`src/rtl/uart_pkg.sv`:
```
// uart_pkg -- shared definitions for the UART receive path.
//   rx_state_e     : frame FSM states (PARITY exists only when UART_RX_PARITY_EN is defined)
//   PRESCALE_*     : the legal oversampling ratios
//   legal_prescale : maps any Prescale value onto a legal ratio (illegal -> 16)
// Configuration macro: UART_RX_PARITY_EN
package uart_pkg;

`ifdef UART_RX_PARITY_EN
  typedef enum logic [2:0] {IDLE, START, DATA, PARITY, STOP} rx_state_e;
`else
  typedef enum logic [2:0] {IDLE, START, DATA, STOP} rx_state_e;
`endif

  localparam logic [5:0] PRESCALE_8  = 6'd8;
  localparam logic [5:0] PRESCALE_16 = 6'd16;
  localparam logic [5:0] PRESCALE_32 = 6'd32;

  function automatic logic [5:0] legal_prescale(input logic [5:0] p);
    case (p)
      PRESCALE_8, PRESCALE_16, PRESCALE_32: return p;
      default:                              return PRESCALE_16;
    endcase
  endfunction

endpackage

```
`src/rtl/uart_rx_sampler.sv`:
```
// uart_rx_sampler -- 3-point majority sampler for one oversampled bit.
//   clk, rst_n : clock, asynchronous active-low reset
//   rx         : synchronized serial line
//   edge_cnt   : position inside the current bit (0..P-1)
//   half       : P/2 for the frame's latched prescale
//   bit_val    : 2-of-3 majority of samples at P/2-1, P/2 and P/2+1
//   resolve    : high while edge_cnt == P/2+1, i.e. bit_val is final
module uart_rx_sampler (
  input  logic       clk,
  input  logic       rst_n,
  input  logic       rx,
  input  logic [5:0] edge_cnt,
  input  logic [4:0] half,
  output logic       bit_val,
  output logic       resolve
);

  logic [5:0] mid;
  logic       s0;
  logic       s1;

  assign mid = {1'b0, half};

  // NOTE: sequential state is assigned with <= so every flop samples the
  // pre-edge value of its neighbours, independent of statement order.
  always_ff @(posedge clk or negedge rst_n) begin
    if (!rst_n) begin
      s0 <= 1'b1;
      s1 <= 1'b1;
    end else begin
      if (edge_cnt == mid - 6'd1) s0 <= rx;
      if (edge_cnt == mid)        s1 <= rx;
    end
  end

  // The third sample is the live line value at P/2+1, so the majority is
  // available in the same cycle the FSM consumes it.
  assign resolve = (edge_cnt == mid + 6'd1);
  assign bit_val = (s0 & s1) | (s0 & rx) | (s1 & rx);

endmodule

```
`src/rtl/uart_rx_frame.sv`:
```
// uart_rx_frame -- oversampled UART frame receiver.
//   clk, rst_n  : oversampling clock, asynchronous active-low reset
//   RX_IN       : serial line, idle high, asynchronous to clk
//   Prescale    : oversampling ratio (8/16/32; anything else behaves as 16)
//   PAR_EN      : parity bit present
//   PAR_TYP     : 0 = even, 1 = odd
//   P_DATA      : last good received word
//   Data_Valid  : one-cycle pulse per good frame
//   Par_Err     : one-cycle pulse on parity mismatch
//   Stp_Err     : one-cycle pulse when the stop bit reads 0
// Configuration macro: UART_RX_PARITY_EN (undefined: no parity support,
// PAR_EN/PAR_TYP ignored, Par_Err tied low).
module uart_rx_frame
  import uart_pkg::*;
#(
  parameter int DATA_WIDTH = 8
) (
  input  logic                  clk,
  input  logic                  rst_n,
  input  logic                  RX_IN,
  input  logic [5:0]            Prescale,
  input  logic                  PAR_EN,
  input  logic                  PAR_TYP,
  output logic [DATA_WIDTH-1:0] P_DATA,
  output logic                  Data_Valid,
  output logic                  Par_Err,
  output logic                  Stp_Err
);

  localparam int BW = $clog2(DATA_WIDTH + 1);

  logic [1:0]            sync;
  logic                  rx_s;
  rx_state_e             state;
  logic [5:0]            edge_cnt;
  logic [5:0]            cfg_prescale;
  logic [BW-1:0]         bit_cnt;
  logic [DATA_WIDTH-1:0] shift_reg;
  logic                  bit_val;
  logic                  resolve;
  logic                  bit_end;

`ifdef UART_RX_PARITY_EN
  logic cfg_par_en;
  logic cfg_par_typ;
  logic par_fail;
`else
  logic unused_cfg;
  assign unused_cfg = PAR_EN ^ PAR_TYP;
  assign Par_Err    = 1'b0;
`endif

  // NOTE: the synchronizer resets to 1 (idle line) so leaving reset can
  // never look like a start bit.
  always_ff @(posedge clk or negedge rst_n) begin
    if (!rst_n) sync <= 2'b11;
    else        sync <= {sync[0], RX_IN};
  end

  assign rx_s    = sync[1];
  assign bit_end = (edge_cnt == cfg_prescale - 6'd1);

  uart_rx_sampler u_sampler (
    .clk      (clk),
    .rst_n    (rst_n),
    .rx       (rx_s),
    .edge_cnt (edge_cnt),
    .half     (cfg_prescale[5:1]),
    .bit_val  (bit_val),
    .resolve  (resolve)
  );

  always_ff @(posedge clk or negedge rst_n) begin
    if (!rst_n) begin
      state        <= IDLE;
      edge_cnt     <= '0;
      bit_cnt      <= '0;
      shift_reg    <= '0;
      cfg_prescale <= PRESCALE_16;
      P_DATA       <= '0;
      Data_Valid   <= 1'b0;
      Stp_Err      <= 1'b0;
`ifdef UART_RX_PARITY_EN
      cfg_par_en   <= 1'b0;
      cfg_par_typ  <= 1'b0;
      par_fail     <= 1'b0;
      Par_Err      <= 1'b0;
`endif
    end else begin
      // NOTE: pulse outputs default low every cycle, so a single assignment
      // below produces exactly a one-cycle pulse.
      Data_Valid <= 1'b0;
      Stp_Err    <= 1'b0;
`ifdef UART_RX_PARITY_EN
      Par_Err    <= 1'b0;
`endif
      edge_cnt <= (state == IDLE || bit_end) ? 6'd0 : edge_cnt + 6'd1;

      case (state)
        IDLE: begin
          bit_cnt <= '0;
          if (!rx_s) begin
            state        <= START;
            cfg_prescale <= legal_prescale(Prescale);
`ifdef UART_RX_PARITY_EN
            cfg_par_en   <= PAR_EN;
            cfg_par_typ  <= PAR_TYP;
            par_fail     <= 1'b0;
`endif
          end
        end
        START: begin
          // A start bit that reads high at its centre was a glitch.
          if (resolve && bit_val) state <= IDLE;
          else if (bit_end)       state <= DATA;
        end
        DATA: begin
          if (resolve) begin
            shift_reg <= {bit_val, shift_reg[DATA_WIDTH-1:1]};
            bit_cnt   <= bit_cnt + BW'(1);
          end
          if (bit_end && bit_cnt == BW'(DATA_WIDTH)) begin
`ifdef UART_RX_PARITY_EN
            state <= cfg_par_en ? PARITY : STOP;
`else
            state <= STOP;
`endif
          end
        end
`ifdef UART_RX_PARITY_EN
        PARITY: begin
          if (resolve && (bit_val != ((^shift_reg) ^ cfg_par_typ))) par_fail <= 1'b1;
          if (bit_end) state <= STOP;
        end
`endif
        STOP: begin
          // Leave at the stop-bit centre so a back-to-back start edge is seen.
          if (resolve) begin
            state   <= IDLE;
            Stp_Err <= !bit_val;
`ifdef UART_RX_PARITY_EN
            Par_Err    <= par_fail;
            Data_Valid <= bit_val && !par_fail;
            if (bit_val && !par_fail) P_DATA <= shift_reg;
`else
            Data_Valid <= bit_val;
            if (bit_val) P_DATA <= shift_reg;
`endif
          end
        end
        default: state <= IDLE;
      endcase
    end
  end

endmodule

```
`config.mk`:
```
export PLATFORM = sky130hd
export DESIGN_NAME = uart_rx_frame
export DESIGN_NICKNAME = d
export VERILOG_FILES = /design/src/rtl/uart_pkg.sv /design/src/rtl/uart_rx_sampler.sv /design/src/rtl/uart_rx_frame.sv
export SDC_FILE = /design/constraint.sdc
export NUM_CORES = 1
export LEC_CHECK = 0
export BUFFER_PORTS_ARGS = -buffer_cell sky130_fd_sc_hd__buf_2
export CORE_ASPECT_RATIO = 0.5
export CORE_UTILIZATION = 38
export DETAILED_ROUTE_END_ITERATION = 12
export GPL_ROUTABILITY_DRIVEN = 0
export SETUP_SLACK_MARGIN = 0.15
export SYNTH_ARGS = -nofsm -noshare
export SYNTH_HDL_FRONTEND = slang
export SYNTH_SLANG_ARGS = --single-unit
```
`constraint.sdc`:
```
create_clock -name clk -period 3.84 [get_ports clk]
set_input_delay 0.576 -clock clk [delete_from_list [all_inputs] [get_ports clk]]
set_output_delay 0.576 -clock clk [all_outputs]
set_load 0.05 [all_outputs]
```
==> summary.txt, run 1 <==
Critical path
  – Critical Path AT: 2.88 ns
  – Required time worst endpoint: 4.01 ns
  – CP startpoint kind: register
  – Crit. End Element: register
  – Critical path class: register to register
  – R2R depth: 7
  – Worst Path Max Fanout: 9

Power and ir drop
  – PwrDens: about 610 mW/mm^2
  – Internal power: slightly below 1 mW
  – Max VDD drop: around 0.23 mV
  – Seq pwr share: 0.411
  – Leak: ~1.1 nW
  – Combinational share of power: 0.270
  – Switching power: roughly 0.52 mW
  – Switching Share: 0.3465
  – Clock power frac: 0.319

Drt
  – Router iterations before antenna repair: 6
  – Vias: roughly 1500
  – Highest Signal Layer: met4
  – WL/cell: 14.29 um
  – Drc violations: 0
  – Wire length on met1: roughly 2100 um
  – Vias per cell: roughly 5.2
  – Met2 routed WL: ~2000 um
  – Initial drt markers: slightly above 100
  – Routed wire length: around 4200 um
  – Met3 WL: roughly 100 um
  – Antenna violation net count after detailed routing: 0

STA
  – Worst-Margin Slew: 0.9147 ns
  – Fin crit period: 2.704 ns
  – # setup viols final: 0
  – RSZ-0062 raised after global routing: false
  – Setup ws final: approximately 1.1 ns
  – Tcrit/Tclk final: 0.7042
  – Fmax: ~370 MHz
  – Setup TNS Final: 0 ns
  – Fin. Hold Viols: 0
  – Max-slew headroom: 0.3855
  – Worst Clk Skew: roughly 0.0022 ns
  – Fin. max-slew vios: 0

Synthesis
  – Asr flop ratio synth: 1.000
  – YS warnings: 0
  – Synth Flop Type: dfrtp_1
  – Syn Inst Count: just over 200
  – Synth unique cells: 50
  – Number of synthesized flops with an enable pin: 0
  – Synth Cell Area: about 0.0022 sq mm
  – Synthesized flop and latch total: 40
  – Net Count, Synth: approximately 220
  – Post-synthesis sequential area ratio: 0.4579
  – Avg Cell Area, Syn: roughly 11 sq um

Clock network
  – CTS tree: yes
  – Clock Sinks: 40
  – Root Buffer Master: clkbuf_16
  – Post-CTS Resized: 0
  – # Post-CTS Setup Buffers: 0
  – Maximum buffer depth of the clock tree: 2
  – Worst-Skew Late Latency: about 0.29 ns
  – Num CTS Buffers: 5
  – CTS H-tree depth: 2
  – Clock-pin slew on the worst setup and hold paths: ~0.060 ns
  – Hold Buf Count CTS: 0

Worst hold path
  – Worst Hold Class: register to register
  – Hold Path Depth: 0

Place
  – Pre-CTS setup slack: 1.117 ns
  – HPWL after DPL: 2844 um
  – Port Buffers: 18

Finish
  – Share of layout cells above drive strength 1: 0.2624
  – FILL cells: ~530
  – Final core utilization: 0.4511
  – ANT cells: 0
  – Area grow syn2layout: 13.60%
  – Commonest non-fill, non-tap cell in the layout: dfrtp_1
  – Nets: around 240
  – Most frequent cells in the layout: 35 x dfrtp_1, 18 x mux2_2, 18 x buf_2, 16 x nor2_1, 14 x xnor2_1

GRT
  – Antenna violations before repair: 0
  – Global-route wire length before repair: roughly 7400 um
  – GRT Resource Usage Total: 0.1593
  – Vias in the first global route: 1564
  – Largest net degree at the start of global routing: 41
  – GRT overflow: 0

Floorplanning
  – Placement Rows: 19
  – Initial Utilization: 0.3971
  – Die X-Extent: 109.6 um
  – Die area: 0.006115 sq mm
  – Die height: between 50 and 60 um
  – # IOs: 22
  – Core Box Area: about 0.0055 sq mm

Flow run
  – Max Cap Viol: 0

Outcome
  – Status: complete, no violations
==> synth_stat cells (4+ instances only) <==
| cell | count | share of area |
|---|---|---|
| nor3_1 | 7 | 0.016 |
| o21ai_0 | 4 | 0.0091 |
| inv_1 | 13 | 0.022 |
| xor2_1 | 7 | 0.028 |
| or3_1 | 5 | 0.014 |
| xnor2_1 | 14 | 0.056 |
| o211ai_1 | 5 | 0.017 |
| buf_2 | 4 | 0.0091 |
| mux2_2 | 18 | 0.092 |
| dfrtp_1 | 35 | 0.40 |
| nand3_1 | 7 | 0.016 |
| dfstp_2 | 5 | 0.060 |
| nand2_1 | 7 | 0.012 |
| nor2_1 | 16 | 0.027 |
| ha_1 | 7 | 0.040 |
==> power by group through the flow <==
stage	clock (mW)	sequential, mW	combinational [mW]
floorplan	0	0.554	0.391
global placement	0	0.625	0.395
detailed placement	0	0.627	0.408
CTS	0.490	0.621	0.413
global route	0.506	0.633	0.465
finish	0.483	0.621	0.408
==> stage by stage <==
| stage | instances | power, mW | area, sq um | hold WS (ns) |
|---|---|---|---|---|
| 2_1_floorplan | 204 | 0.9442 | 2200 | 0.2804 |
| 3_3_place_gp | 286 | 1.020 | 2327 | 0.3484 |
| 5_1_grt | 294 | 1.604 | 2499 | 0.3659 |
| 6_report | 294 | 1.513 | 2499 | 0.3592 |
| 3_5_place_dp | 286 | 1.035 | 2327 | 0.3496 |
| 4_1_cts | 294 | 1.525 | 2499 | 0.3622 |
==> cell type report <==
class	count	area, sq um	area share
multi-input cells	142	1090	0.4362
flip-flops and latches	40	1007	0.4031
clock buffers	5	125.1	0.05008
well taps	73	91.34	0.03655
repair buffers	18	90.09	0.03605
inverters	13	48.80	0.01953
clock inverters	3	46.29	0.01853
==> worst paths after layout <==
| check | startpoint | end | slack (ns) |
|---|---|---|---|
| hold reg to reg | sync[0]$_DFF_PN1_ | sync[1]$_DFF_PN1_ | 0.36 |
| hold / removal | sync[0]$_DFF_PN1_ | sync[1]$_DFF_PN1_ | 0.36 |
| setup reg to reg | cfg_prescale[2]$_DFFE_PN0P_ | P_DATA[2]$_DFFE_PN0P_ | 1.14 |
| min in group asynchronous | rst_n | edge_cnt[1]$_DFF_PN0_ | 0.40 |
| max in group asynchronous | rst_n | bit_cnt[2]$_DFFE_PN0P_ | 2.88 |
| setup / recovery | cfg_prescale[2]$_DFFE_PN0P_ | P_DATA[2]$_DFFE_PN0P_ | 1.14 |
==> per-layer routing <==
| metal | GRT usage | up-vias |
|---|---|---|
| met5 | 0 | - |
| met3 | 0.04567 | 5 |
| met4 | 0.07238 | 0 |
| li1 | - | 747 |
| met1 | 0.2106 | 762 |
| met2 | 0.2426 | 20 |
==> kinds of logic (layout without fill, tap and decap cells) <==
group,after synthesis,in the layout,share of synthesized area
other cells,1,1,0.001705
simple gates,66,66,0.1786
compound gates,27,27,0.09045
flops,40,40,0.4579
buf+inv,22,39,0.04664
xor+xnor,21,21,0.08362
fa+ha+maj,8,8,0.04437
mux,19,19,0.09670
==> critical path, stage by stage, from the launching register on <==
cell and delay (ns):
dfrtp_1 0.53, inv_1 0.16, ha_1 0.31, xnor2_1 0.19, nor2b_1 0.19, nand4_2 0.29, nor3_4 0.51, mux2_2 0.39
Power figures use the tool's default switching activity.
==> inputs of run 2 (changes only) <==
--- a/config.mk
+++ b/config.mk
@@ -5,6 +5,7 @@
 export SDC_FILE = /design/constraint.sdc
 export NUM_CORES = 1
 export LEC_CHECK = 0
+export ABC_AREA = 1
 export BUFFER_PORTS_ARGS = -buffer_cell sky130_fd_sc_hd__buf_2
 export CORE_ASPECT_RATIO = 0.5
 export CORE_UTILIZATION = 38
==> constraint.sdc (replaced) <==
create_clock -name clk -period 2.8 [get_ports clk]
set_input_delay 0.42 -clock clk [delete_from_list [all_inputs] [get_ports clk]]
set_output_delay 0.42 -clock clk [all_outputs]
set_load 0.05 [all_outputs]
==> summary.txt, run 2 <==
Outcome
  – Status: complete, no violations (unchanged)

Critical path
  – Critical Path AT: 2.37 ns (was 2.88 ns)
  – R2r endpoint: P_DATA[1]$_DFFE_PN0P_ (was P_DATA[2]$_DFFE_PN0P_)
  – Reg2Reg Setup Slack: 0.60 ns (was 1.14 ns)
  – FF-to-FF Start: cfg_prescale[2]$_DFFE_PN0P_ (unchanged)
  – Crit. End Element: register (unchanged)
  – R2R depth: 13 (was 7)
  – Worst Path Max Fanout: 16 (was 9)
  – CP startpoint kind: register (unchanged)
  – Crit. Startpoint: cfg_prescale[2]$_DFFE_PN0P_ (unchanged)
  – Critical Path End: P_DATA[1]$_DFFE_PN0P_ (was P_DATA[2]$_DFFE_PN0P_)
  – Critical path class: register to register (unchanged)
  – Required time worst endpoint: 2.97 ns (was 4.01 ns)

Clock network
  – CTS H-tree depth: 2 (unchanged)
  – CTS tree: yes (unchanged)
  – # Post-CTS Setup Buffers: 0 (unchanged)
  – Hold Buf Count CTS: 0 (unchanged)
  – Clock-pin slew on the worst setup and hold paths: 0.06 ns (about the same)
  – Clock Sinks: 40 (unchanged)
  – Post-CTS Resized: 0 (unchanged)
  – Maximum buffer depth of the clock tree: 2 (unchanged)
  – Worst-Skew Late Latency: 0.28 ns (was 0.29 ns)
  – Root Buffer Master: clkbuf_16 (unchanged)
  – Num CTS Buffers: 5 (unchanged)

STA
  – Worst-Margin Slew: 0.8742 ns (was 0.9147 ns)
  – Worst Clk Skew: 0.004943 ns (was 0.002250 ns)
  – # setup viols final: 0 (unchanged)
  – Final hold slack: 0.2345 ns (was 0.3592 ns)
  – Fin. max-slew vios: 0 (unchanged)
  – RSZ-0062 raised after global routing: false (unchanged)
  – Fmax: 453.7 MHz (was 369.8 MHz)
  – Fin crit period: 2.204 ns (was 2.704 ns)
  – Setup TNS Final: 0 ns (unchanged)
  – Max-slew headroom: 0.4172 (was 0.3855)
  – Fin. Hold Viols: 0 (unchanged)
  – Tcrit/Tclk final: 0.7872 (was 0.7042)

Synthesis
  – Synth unique cells: 35 (was 50)
  – Largest family of logic cells by synthesized area: simple AND/OR/NAND/NOR gates (unchanged)
  – Syn Inst Count: 301 (was 204)
  – Simple-gate share of the synthesized area: 0.3074 (was 0.1786)
  – Net Count, Synth: 319 (was 222)
  – Mux share of post-synthesis cell area: 0 (was 0.09670)
  – Most common cell in the netlist: nand2_1 (was dfrtp_1)
  – Post-synthesis sequential area ratio: 0.4326 (was 0.4579)
  – Synth Flop Type: dfrtp_1 (unchanged)
  – Synth Area in XOR/XNOR: 0.03009 (was 0.08362)
  – Synthesized flop and latch total: 40 (unchanged)
  – YS warnings: 0 (unchanged)
  – Adder-cell area share of the yosys netlist: 0.03761 (was 0.04437)
  – Avg Cell Area, Syn: 7.736 sq um (was 10.78 sq um)
  – Post-synth top area share: 0.3761 (was 0.3982)
  – Most area-hungry cell type in the Yosys netlist: dfrtp_1 (unchanged)
  – Asr flop ratio synth: 1.000 (unchanged)
  – Compound-cell area share of the yosys netlist: 0.08759 (was 0.09044)
  – Top cells by count, synth: 87 x nand2_1, 38 x inv_1, 35 x dfrtp_1, 25 x nor2_1, 13 x nand3_1 (was 35 x dfrtp_1, 18 x mux2_2, 16 x nor2_1, 14 x xnor2_1, 13 x inv_1)
  – Number of synthesized flops with an enable pin: 0 (unchanged)
  – Synth Cell Area: 0.002328 sq mm (was 0.002200 sq mm)
  – Top cells by area, synth: dfrtp_1 38%, nand2_1 14%, inv_1 6.1% (was dfrtp_1 40%, mux2_2 9.2%, dfstp_2 6.0%)

Finish
  – Post-Layout Cell Count: 392 (was 294)
  – Nets: 336 (was 238)
  – ANT cells: 0 (unchanged)
  – Commonest non-fill, non-tap cell in the layout: nand2_1 (was dfrtp_1)
  – Share of layout cells above drive strength 1: 0.2069 (was 0.2624)
  – Area grow syn2layout: 12.36% (was 13.60%)
  – Most frequent cells in the layout: 87 x nand2_1, 38 x inv_1, 35 x dfrtp_1, 25 x nor2_1, 18 x buf_2 (was 35 x dfrtp_1, 18 x mux2_2, 18 x buf_2, 16 x nor2_1, 14 x xnor2_1)
  – Fin area: 0.002616 sq mm (was 0.002499 sq mm)

Drt
  – Drc violations: 0 (unchanged)
  – Initial drt markers: 78 (was 103)
  – Routed wire length: 4549 um (was 4201 um)
  – Vias per cell: 4.788 (was 5.218)
  – Vias: 1877 (was 1534)
  – WL/cell: 11.60 um (was 14.29 um)
  – Router iterations before antenna repair: 4 (was 6)
  – Antenna violation net count after detailed routing: 0 (unchanged)

Floorplanning
  – # IOs: 22 (unchanged)
  – Placement Rows: 19 (unchanged)
  – Initial Utilization: 0.4098 (was 0.3971)
  – Core Box Area: 0.005682 sq mm (was 0.005539 sq mm)
  – Die height: 57.35 um (was 55.80 um)
  – Die area: 0.006464 sq mm (was 0.006115 sq mm)
  – Die X-Extent: 112.7 um (was 109.6 um)

Power and ir drop
  – PwrDens: 793.9 mW/mm^2 (was 605.5 mW/mm^2)
  – Pwr Total: 2.077 mW (was 1.513 mW)
  – Switching power: 0.7666 mW (was 0.5243 mW)
  – Internal power: 1.310 mW (was 0.9887 mW)
  – Combinational share of power: 0.302 (was 0.270)
  – Clock power frac: 0.322 (was 0.319)
  – Switching Share: 0.3691 (was 0.3465)
  – Max VDD drop: 0.2660 mV (was 0.2289 mV)
  – Leak: 1.334 nW (was 1.128 nW)
  – Seq pwr share: 0.376 (was 0.411)

Flow run
  – Max Cap Viol: 0 (unchanged)

Worst hold path
  – Worst Hold Class: input pin to register (was register to register)
  – Hold path startpoint: RX_IN (was sync[0]$_DFF_PN1_)

GRT
  – Vias in the first global route: 1804 (was 1564)
  – GRT Resource Usage Total: 0.1613 (was 0.1593)
  – Antenna violations before repair: 0 (unchanged)
  – Largest net degree at the start of global routing: 41 (unchanged)
  – GRT overflow: 0 (unchanged)
  – Global-route wire length before repair: 8059 um (was 7355 um)

Place
  – Port Buffers: 18 (unchanged)
  – Placement Cell Area: 0.002445 sq mm (was 0.002327 sq mm)
  – Placed Cells incl. Taps: 384 (was 286)
  – HPWL after DPL: 3366 um (was 2844 um)
## run 2: changes by cell type in the layout (fill, tap and decap cells not counted), sizes merged, moves of 3 or more
cell | previous run | this run
nand2 | 7 | 99
inv | 14 | 47
o21ai | 4 | 23
mux2 | 18 | 0
nor2 | 16 | 29
xnor2 | 14 | 2
nand3 | 7 | 14
or3 | 5 | 0
nand4 | 2 | 6
nor3 | 9 | 5
o211ai | 5 | 1
nand2b | 3 | 0
## run 2: area by class of cell
class / instances / area [sq um]
inverters: 46 / 175.2
well taps: 73 / 91.34
multi-input cells: 207 / 1081
repair buffers: 18 / 90.09
flip-flops and latches: 40 / 1007
clock buffers: 5 / 125.1
fillers: 569 / 3065
clock inverters: 3 / 46.29
## run 2: critical path, cell delays in order, from the launching register on
cell     delay (ns)
dfrtp_1        0.52
inv_1          0.15
ha_1           0.32
inv_1          0.04
nand2_1        0.05
nand2_1        0.07
nor2_1         0.09
nand2_1        0.07
nor2_2         0.15
nand2_2        0.12
inv_4          0.09
nand3_4        0.20
nand2_1        0.16
o21ai_2        0.06
## run 2: worst min path at each step
| stage | endpoint | slack [ns] | cells after the start |
|---|---|---|---|
| 2_1_floorplan | Data_Valid$_DFF_PN0_ | 0.12 | 0 |
| 3_3_place_gp | sync[1]$_DFF_PN1_ | 0.35 | 0 |
| 3_5_place_dp | sync[1]$_DFF_PN1_ | 0.35 | 0 |
| 4_1_cts | sync[0]$_DFF_PN1_ | 0.23 | 1 |
| 5_1_grt | sync[0]$_DFF_PN1_ | 0.23 | 1 |
| 6_report | sync[0]$_DFF_PN1_ | 0.23 | 1 |
## run 2: kinds of logic (layout without fill, tap and decap cells)
| kind of cell | count (synthesis) | after routing |
|---|---|---|
| and+or+nand+nor | 159 | 159 |
| buffers and inverters | 54 | 72 |
| DFF | 40 | 40 |
| AOI/OAI and AO/OA | 32 | 32 |
| xor gates and xnor gates | 8 | 8 |
| adders and majority gates | 7 | 7 |
| other | 1 | 1 |
## run 2: through the flow
stage / util / setup WS (ns)
3_3_place_gp: 0.4303 / 0.6359
5_1_grt: 0.4605 / 0.3730
6_report: 0.4605 / 0.5958
2_1_floorplan: - / 0.9442
4_1_cts: 0.4605 / 0.5624
3_5_place_dp: 0.4303 / 0.5782
## run 2: power groups by stage
stage | logic (mW) | clock network (mW) | registers (mW)
2_1_floorplan | 0.526 | 0 | 0.758
6_report | 0.627 | 0.669 | 0.781
4_1_cts | 0.633 | 0.686 | 0.779
3_3_place_gp | 0.610 | 0 | 0.785
5_1_grt | 0.732 | 0.706 | 0.796
3_5_place_dp | 0.631 | 0 | 0.789
## run 2: metal layers
metal / vias up / wire length (um) / global-route usage
li1: 970 / - / -
met1: 874 / 2299 / 0.2065
met2: 28 / 2074 / 0.2743
met3: 5 / 125 / 0.03188
met4: 0 / 50 / 0.06286
met5: - / 0 / 0
